$ cat config.mk
export PLATFORM = sky130hd
export DESIGN_NAME = carwash_timer
export DESIGN_NICKNAME = d
export VERILOG_FILES = /design/src/rtl/carwash_pkg.sv /design/src/rtl/wash_timer.sv /design/src/rtl/carwash_timer.sv
export SDC_FILE = /design/constraint.sdc
export NUM_CORES = 1
export LEC_CHECK = 0
export CAP_MARGIN = 15
export CORE_UTILIZATION = 30
export DETAILED_ROUTE_END_ITERATION = 12
export PLACE_DENSITY_LB_ADDON = 0.12
export SYNTH_ARGS = -nofsm -noshare
export SYNTH_HDL_FRONTEND = slang
export SYNTH_SLANG_ARGS = --single-unit
$ cat constraint.sdc
create_clock -name clk -period 1.7 [get_ports clk]
set_input_delay 0.17 -clock clk [delete_from_list [all_inputs] [get_ports clk]]
set_output_delay 0.17 -clock clk [all_outputs]
set_load 0.01 [all_outputs]
$ cat src/rtl/carwash_pkg.sv
// Shared types and default constants for the car wash timer responder.
package carwash_pkg;

   // One-hot, matching the encoding used by the wash controller.
   typedef enum logic [3:0] {
      IDLE = 4'b0001,
      LOAD = 4'b0010,
      RUN  = 4'b0100,
      DONE = 4'b1000
   } timer_state_t;

   localparam int CW_PRESCALE = 100;
   localparam int CW_T1_LEN   = 5;
   localparam int CW_T2_LEN   = 8;
   localparam int CW_CNT_W    = 8;

endpackage

$ cat src/rtl/wash_timer.sv
// One timer channel: prescaled down-counter with IDLE/LOAD/RUN/DONE control.
// Optional remaining-tick output under CARWASH_TIMER_REM_EN.
module wash_timer
   import carwash_pkg::*;
#(
   parameter int PRESCALE = CW_PRESCALE,
   parameter int LEN      = CW_T1_LEN,
   parameter int CNT_W    = CW_CNT_W
) (
   input  logic             clk,
   input  logic             CLR,
   input  logic             clr_in,
`ifdef CARWASH_TIMER_REM_EN
   output logic [CNT_W-1:0] rem,
`endif
   output logic             done
);

   localparam int               PS_W    = (PRESCALE > 1) ? $clog2(PRESCALE) : 1;
   localparam logic [PS_W-1:0]  PS_LAST = PS_W'(PRESCALE - 1);
   localparam logic [CNT_W-1:0] LEN_C   = CNT_W'(LEN);

   if (PRESCALE < 1 || LEN < 1 || CNT_W < 1 || LEN > (2**CNT_W - 1)) begin : g_param_err
      $error("wash_timer: parameter out of range");
   end

   timer_state_t     r_state;
   timer_state_t     w_state_nxt;
   logic [CNT_W-1:0] r_cnt;
   logic [CNT_W-1:0] w_cnt_nxt;
   logic [PS_W-1:0]  r_ps;
   logic [PS_W-1:0]  w_ps_nxt;
   logic             r_done;

   // State, counter, prescaler and done flag registers.
   always_ff @(posedge clk) begin
      if (CLR) begin
         r_state <= IDLE;
         r_cnt   <= {CNT_W{1'b0}};
         r_ps    <= {PS_W{1'b0}};
         r_done  <= 1'b0;
      end else begin
         r_state <= w_state_nxt;
         r_cnt   <= w_cnt_nxt;
         r_ps    <= w_ps_nxt;
         r_done  <= (w_state_nxt == DONE);
      end
   end

   // Next-state logic; a clear from any non-idle-hold state reloads the count.
   always_comb begin
      w_state_nxt = r_state;
      w_cnt_nxt   = r_cnt;
      w_ps_nxt    = r_ps;
      case (r_state)
         IDLE, DONE: begin
            w_cnt_nxt = {CNT_W{1'b0}};
            w_ps_nxt  = {PS_W{1'b0}};
            if (clr_in) begin
               w_state_nxt = LOAD;
               w_cnt_nxt   = LEN_C;
            end else begin
               w_state_nxt = r_state;
            end
         end
         LOAD: begin
            w_cnt_nxt = LEN_C;
            w_ps_nxt  = {PS_W{1'b0}};
            if (clr_in) begin
               w_state_nxt = LOAD;
            end else begin
               w_state_nxt = RUN;
            end
         end
         RUN: begin
            if (clr_in) begin
               w_state_nxt = LOAD;
               w_cnt_nxt   = LEN_C;
               w_ps_nxt    = {PS_W{1'b0}};
            end else if (r_ps == PS_LAST) begin
               w_ps_nxt  = {PS_W{1'b0}};
               w_cnt_nxt = r_cnt - CNT_W'(1);
               if (r_cnt == CNT_W'(1)) begin
                  w_state_nxt = DONE;
               end else begin
                  w_state_nxt = RUN;
               end
            end else begin
               w_ps_nxt = r_ps + PS_W'(1);
            end
         end
         default: begin
            w_state_nxt = IDLE;
            w_cnt_nxt   = {CNT_W{1'b0}};
            w_ps_nxt    = {PS_W{1'b0}};
         end
      endcase
   end

   assign done = r_done;
`ifdef CARWASH_TIMER_REM_EN
   // The count register is already LEN in LOAD and 0 in IDLE/DONE.
   assign rem = r_cnt;
`endif

endmodule

$ cat src/rtl/carwash_timer.sv
// Spray (T1) and rinse (T2) timer responder for the car wash controller.
// Define CARWASH_TIMER_REM_EN to expose remaining-tick outputs T1REM/T2REM.
module carwash_timer
   import carwash_pkg::*;
#(
   parameter int PRESCALE = CW_PRESCALE,
   parameter int T1_LEN   = CW_T1_LEN,
   parameter int T2_LEN   = CW_T2_LEN,
   parameter int CNT_W    = CW_CNT_W
) (
   input  logic             clk,
   input  logic             CLR,
   input  logic             CLRT1,
   input  logic             CLRT2,
`ifdef CARWASH_TIMER_REM_EN
   output logic [CNT_W-1:0] T1REM,
   output logic [CNT_W-1:0] T2REM,
`endif
   output logic             T1DONE,
   output logic             T2DONE
);

   if (PRESCALE < 1 || T1_LEN < 1 || T2_LEN < 1 || CNT_W < 1 ||
       T1_LEN > (2**CNT_W - 1) || T2_LEN > (2**CNT_W - 1)) begin : g_param_err
      $error("carwash_timer: parameter out of range");
   end

   wash_timer #(.PRESCALE(PRESCALE), .LEN(T1_LEN), .CNT_W(CNT_W)) u_spray (
      .clk    (clk),
      .CLR    (CLR),
      .clr_in (CLRT1),
`ifdef CARWASH_TIMER_REM_EN
      .rem    (T1REM),
`endif
      .done   (T1DONE)
   );

   wash_timer #(.PRESCALE(PRESCALE), .LEN(T2_LEN), .CNT_W(CNT_W)) u_rinse (
      .clk    (clk),
      .CLR    (CLR),
      .clr_in (CLRT2),
`ifdef CARWASH_TIMER_REM_EN
      .rem    (T2REM),
`endif
      .done   (T2DONE)
   );

endmodule

==> flow_summary.toml, run 1 <==
[place]
hpwlAfterDp_mm = 2.815
place.gp.congestion = 0.7499
placed_cells = 311
port_buffers = 5

[worst_setup_path]
crit_start = "u_rinse.r_ps[0]$_SDFF_PP0_"
reg2reg_depth = 5
slowest_stage = "or4b_1"
rr_startpoint = "u_rinse.r_ps[0]$_SDFF_PP0_"
endpoint = "u_rinse.r_cnt[3]$_SDFFE_PP0P_"
max_stage_delay_ns = 0.50
cp.arrival_ns = 1.81
cp_cell_sequence = "ha_2 > and4b_1 > and2_1 > or4b_1 > o31ai_1"
worstSetupEndpointType = "flop"
worstPathMaxFanout = 4
r2r_slack_ns = 0.08
cp.required_ns = 1.90
cp_num_buf_inv = 0
crit_family = "simple AND/OR/NAND/NOR gates"
cp-start-kind = "flop"
reg2reg_to = "u_rinse.r_cnt[3]$_SDFFE_PP0P_"
crit_type = "reg -> reg"
crit_cells = 5

[die]
pin_count = 6
dieArea_um2 = 6735
die_y_um = 82.07
coreArea_um2 = 6061
fp.dieW_um = 82.07
core.rowCount = 28
start_util = 0.3173

[routing]
routedWlPerCell_um = 11.85
drtPass1Iterations = 5
avgViaCountPerCell = 4.833
drt_iter0_drc = 77
drcViolationCount = 0
dr_total_vias = 1537
routed_wl_mm = 3.769
ant_nets = 0

[finish]
fillCellCount = 628
area_growth_pct = 19.00
antennaDiodeCount = 0
drive_gt1_frac = 0.1440
finalNetCount = 253
fin_cells = 318
final_common_cell = "dfxtp_1"
final_cell_mix = "dfxtp_1, nor2_1, buf_4"

[clock_tree]
clk_pin_slew_worst_paths_ns = 0.07
clock_latency_ns = 0.29
cts-root-buf = "clkbuf_8"
postCtsSetupBuffers = 0
htree_levels = 2
clock_path_buffers = 2
cts_tree = "built"
cts_sinks = 40
numCtsBuffers = 5

[synth]
synth-seq-cells = 40
syn-num-nets = 226
yosysUniqueCellTypes = 45
syn-cell-area_um2 = 1923
synth.avg_cell_area_um2 = 8.903
synth-edff-count = 0
synth_ff_type = "dfxtp_1"
seq_area_frac_synth = 0.4164
postSynthCellCount = 216
yosysWarnings = 0
synth-async-reset-ratio = 0

[timing]
setup_viol = 0
drv_slew = 0
tns_ns = 0
fin_hold_ws_ns = 0.4436
min_period_ns = 1.616
rsz0062_at_grt = "no"
fmax_ghz = 0.6189
slew_headroom = 0.7313
finalHoldViolations = 0
tightest_slew_ns = 0.3994
skew_ns = 0.008220
post-route-period-util = 0.9504

[run_status]
status = "complete, no violations"

[global_routing]
first_global_vias = 1414
grt_pass1_wl_mm = 6.354
antenna_found_initial = 0
grt_overflow = 0
track_usage = 0.1256
grt_max_degree = 12

[pwr]
ir_drop_mv = 0.4640
p_leak_nw = 0.8133
power_density_nw_per_um2 = 726.6

[run]
drv_cap = 0

[min_path]
holdCritPathClass = "reg -> reg"
whs_path_depth = 1
what timing repair did:
item                                    in CTS  in global routing
endpoints found under the setup margin       0                 12
hold buffers                                 0                  0
resized for setup                            0                  4
worst min-delay path by stage:
stage	slack [ns]	startpoint	end
2_1_floorplan	0.27	CLR	u_rinse.r_state[0]$_SDFF_PP1_
3_3_place_gp	0.43	u_spray.r_ps[0]$_SDFF_PP0_	u_spray.r_ps[0]$_SDFF_PP0_
3_5_place_dp	0.44	u_spray.r_ps[0]$_SDFF_PP0_	u_spray.r_ps[0]$_SDFF_PP0_
4_1_cts	0.45	u_spray.r_ps[0]$_SDFF_PP0_	u_spray.r_ps[0]$_SDFF_PP0_
5_1_grt	0.47	u_spray.r_ps[0]$_SDFF_PP0_	u_spray.r_ps[0]$_SDFF_PP0_
6_report	0.44	u_spray.r_ps[0]$_SDFF_PP0_	u_spray.r_ps[0]$_SDFF_PP0_
cell families (layout without fill, tap and decap cells):
group,Yosys count,after routing,synth area share
and+or+nand+nor,104,104,0.2999
DFF,40,40,0.4164
AOI/OAI and AO/OA,31,31,0.1158
xor gates and xnor gates,20,20,0.09109
buffers and inverters,15,42,0.03773
adders and majority gates,6,6,0.03904
cells in the mapped netlist, types with 2 or more instances:
master,instances,share of area
o31ai_1,2,0.0078
xor2_1,11,0.050
dfxtp_1,40,0.42
clkbuf_1,3,0.0059
ha_1,6,0.039
or3_1,3,0.0098
nor2b_1,2,0.0065
xnor2_1,9,0.041
or4_1,3,0.012
o311ai_1,3,0.014
nand4_1,5,0.016
o21ai_0,6,0.016
inv_1,9,0.018
nand4b_1,3,0.014
nor3b_1,3,0.012
buf_6,2,0.012
nor4_1,3,0.0098
and4b_1,3,0.016
a211oi_1,2,0.0078
and3_1,5,0.016
nand2b_1,6,0.020
nor2_1,37,0.072
or2_1,2,0.0065
a21oi_1,6,0.016
nor3_1,5,0.013
nand2_1,6,0.012
and2_1,4,0.013
nand3b_1,3,0.012
nand3_1,7,0.018
a32o_1,2,0.010
through the flow:
stage / area (um^2) / power, W / worst slack [ns] / util
after floorplan: 1926 / 0.001044 / 0.001212 / -
after global placement: 2188 / 0.001089 / 0.01712 / 0.3611
after detailed placement: 2188 / 0.001087 / -0.01673 / 0.3611
after CTS: 2266 / 0.001691 / 0.01168 / 0.3739
after global routing: 2288 / 0.001746 / 0.008037 / 0.3776
final: 2288 / 0.001663 / 0.08435 / 0.3776
final cells by class:
type,count,area (um^2),area share
Multi-Input combinational cell,161,1075,0.4697
Sequential cell,40,800.8,0.3499
Timing Repair Buffer,26,207.7,0.09076
Tap cell,75,93.84,0.04101
Clock buffer,6,72.57,0.03171
Inverter,9,33.78,0.01476
Clock inverter,1,5.005,0.002187
where the power goes:
group          switching [W]  total [W]  internal [W]
Sequential         0.0000207   0.000970      0.000949
Clock               0.000315   0.000595      0.000279
Combinational      0.0000466  0.0000981     0.0000515
state kept, by name (all words and copies together) (netlist names):
register and cells:
u_rinse.r_cnt 8, u_spray.done 1, u_spray.r_ps 7, u_spray.r_cnt 8
u_spray.r_state 4, u_rinse.r_ps 7, u_rinse.done 1, u_rinse.r_state 4
per-layer routing:
layer / global-route usage / share of wire
met2: 0.1876 / 0.43
met3: 0.03333 / 0.019
met5: 0 / 0
met1: 0.1711 / 0.54
met4: 0.04737 / 0.012
(Power assumes the default switching activity.)
==> inputs of run 2 (changes only) <==
Settings changed: GPL_ROUTABILITY_DRIVEN from default to 0, GPL_TIMING_DRIVEN from default to 0, PLACE_DENSITY_LB_ADDON 0.12 to 0.25.
==> run 2 against run 1 <==
Compared with the run above: highest routed layer unchanged; fmax fell by 1.6%; worst setup slack got worse by 0.026 ns; sequential power barely moved; combinational power fell by 12%; final cell count fell by 4.1%; wire length fell by 11%; register-to-register slack got worse by 0.03 ns; worst hold slack got worse by 0.16 ns.
==> flow_summary.toml, run 2 (same netlist as run 1, synthesis figures left out) <==
[die]
start_util = 0.3173
dieArea_um2 = 6735
fp.dieW_um = 82.07
pin_count = 6
die_y_um = 82.07
core.rowCount = 28
coreArea_um2 = 6061

[place]
hpwlAfterDp_mm = 2.336
place_area_um2 = 2069
dp_slack_ns = -0.2886
port_buffers = 5

[routing]
drcViolationCount = 0
avgViaCountPerCell = 4.718
ant_nets = 0
drt_iter0_drc = 49
routedWlPerCell_um = 11.02
drtPass1Iterations = 4
dr_total_vias = 1439
routed_wl_mm = 3.362

[timing]
tns_ns = 0
finalHoldViolations = 0
postLayoutSetupSlackWorst_ns = 0.05822
tightest_slew_ns = 0.4319
post-route-period-util = 0.9658
setup_viol = 0
skew_ns = 0.005130
fmax_ghz = 0.6091
slew_headroom = 0.7094
drv_slew = 0
min_period_ns = 1.642

[clock_tree]
cts_tree = "built"
clk_pin_slew_worst_paths_ns = 0.07
hold_buffers = 0
htree_levels = 2
cts_sinks = 40
numCtsBuffers = 5
clock_latency_ns = 0.29
clock_path_buffers = 2
cts-root-buf = "clkbuf_8"

[worst_setup_path]
rr_startpoint = "u_rinse.r_state[2]$_SDFF_PP0_"
cp-start-kind = "flop"
reg2reg_depth = 5
cp.required_ns = 1.91
crit_start = "u_rinse.r_state[2]$_SDFF_PP0_"
cp.arrival_ns = 1.86
reg2reg_to = "u_rinse.done$_SDFF_PP0_"
crit_type = "reg -> reg"
worstSetupEndpointType = "flop"
endpoint = "u_rinse.done$_SDFF_PP0_"
worstPathMaxFanout = 8
r2r_slack_ns = 0.06

[pwr]
p_leak_nw = 0.7620
ir_drop_mv = 0.4014
totalPowerFinal_w = 0.001704
power_density_nw_per_um2 = 755.9

[global_routing]
grt_pass1_wl_mm = 5.375
track_usage = 0.1065
first_global_vias = 1209
antenna_found_initial = 0
grt_overflow = 0
grt_max_degree = 12

[finish]
finalNetCount = 239
final_cell_mix = "dfxtp_1, nor2_1, xor2_1"
stdcell_area_um2 = 2255
antennaDiodeCount = 0
top_regs = "u_rinse.r_cnt (8), u_spray.r_cnt (8)"
drive_gt1_frac = 0.1391
final_common_cell = "dfxtp_1"
area_growth_pct = 17.24
fillCellCount = 616

[run_status]
status = "complete, no violations"

[run]
drv_cap = 0

[min_path]
holdCritPathClass = "in -> reg"
whs_path_depth = 2
-- run 2: power breakdown --
part           switching (W)  internal (W)  total [W]  leakage (nW)
Sequential         0.0000202      0.000949   0.000969         0.326
Combinational      0.0000428     0.0000431  0.0000859         0.391
Clock               0.000318      0.000331   0.000649        0.0455
Total               0.000381       0.00132    0.00170         0.762
-- run 2: repair_timing --
item	CTS	global route
endpoints found under the setup margin	8	21
resized for setup	2	18
pin swaps	0	4
setup buffers	0	4
-- run 2: worst min path at each step --
stage,startpoint,endpoint,slack [ns]
floorplan,CLR,u_rinse.r_state[0]$_SDFF_PP1_,0.27
global placement,u_rinse.r_ps[0]$_SDFF_PP0_,u_rinse.r_ps[0]$_SDFF_PP0_,0.43
detailed placement,u_spray.r_ps[0]$_SDFF_PP0_,u_spray.r_ps[0]$_SDFF_PP0_,0.43
CTS,u_spray.r_ps[0]$_SDFF_PP0_,u_spray.r_ps[0]$_SDFF_PP0_,0.44
global route,CLRT1,u_spray.r_state[1]$_SDFF_PP0_,0.30
finish,CLRT1,u_spray.r_state[1]$_SDFF_PP0_,0.28
-- run 2: final cells by class --
| class | count | area, um^2 | area share |
|---|---|---|---|
| tap | 75 | 93.84 | 0.04162 |
| inverter | 9 | 33.78 | 0.01498 |
| multi-input combinational | 161 | 1122 | 0.4978 |
| buffer | 3 | 26.28 | 0.01165 |
| sequential | 40 | 805.8 | 0.3574 |
| timing repair buffer | 9 | 82.58 | 0.03663 |
| clock buffer | 8 | 90.09 | 0.03996 |
-- run 2: worst max-delay path: stages, from the launching register on --
cell      delay, ns
dfxtp_1        0.31
buf_6          0.12
nand2b_4       0.13
a311o_1        0.37
or4_4          0.45
nor3b_1        0.19
-- run 2: stage by stage --
stage               hold WS, ns  utilization  instances
floorplan                0.2715            -        216
global placement         0.4307       0.3415        296
detailed placement       0.4317       0.3415        296
CTS                      0.4450       0.3553        302
global route             0.3009       0.3720        305
finish                   0.2845       0.3720        305
-- run 2: layer usage --
layer  part of all wire  up-vias  wire [um]  GRT usage
li1                   -      796          -          -
met1               0.56      627       1889     0.1536
met2               0.40        8       1331     0.1413
met3              0.025        8         84    0.03333
met4              0.017        0         56    0.04737
met5                  0        -          0          0
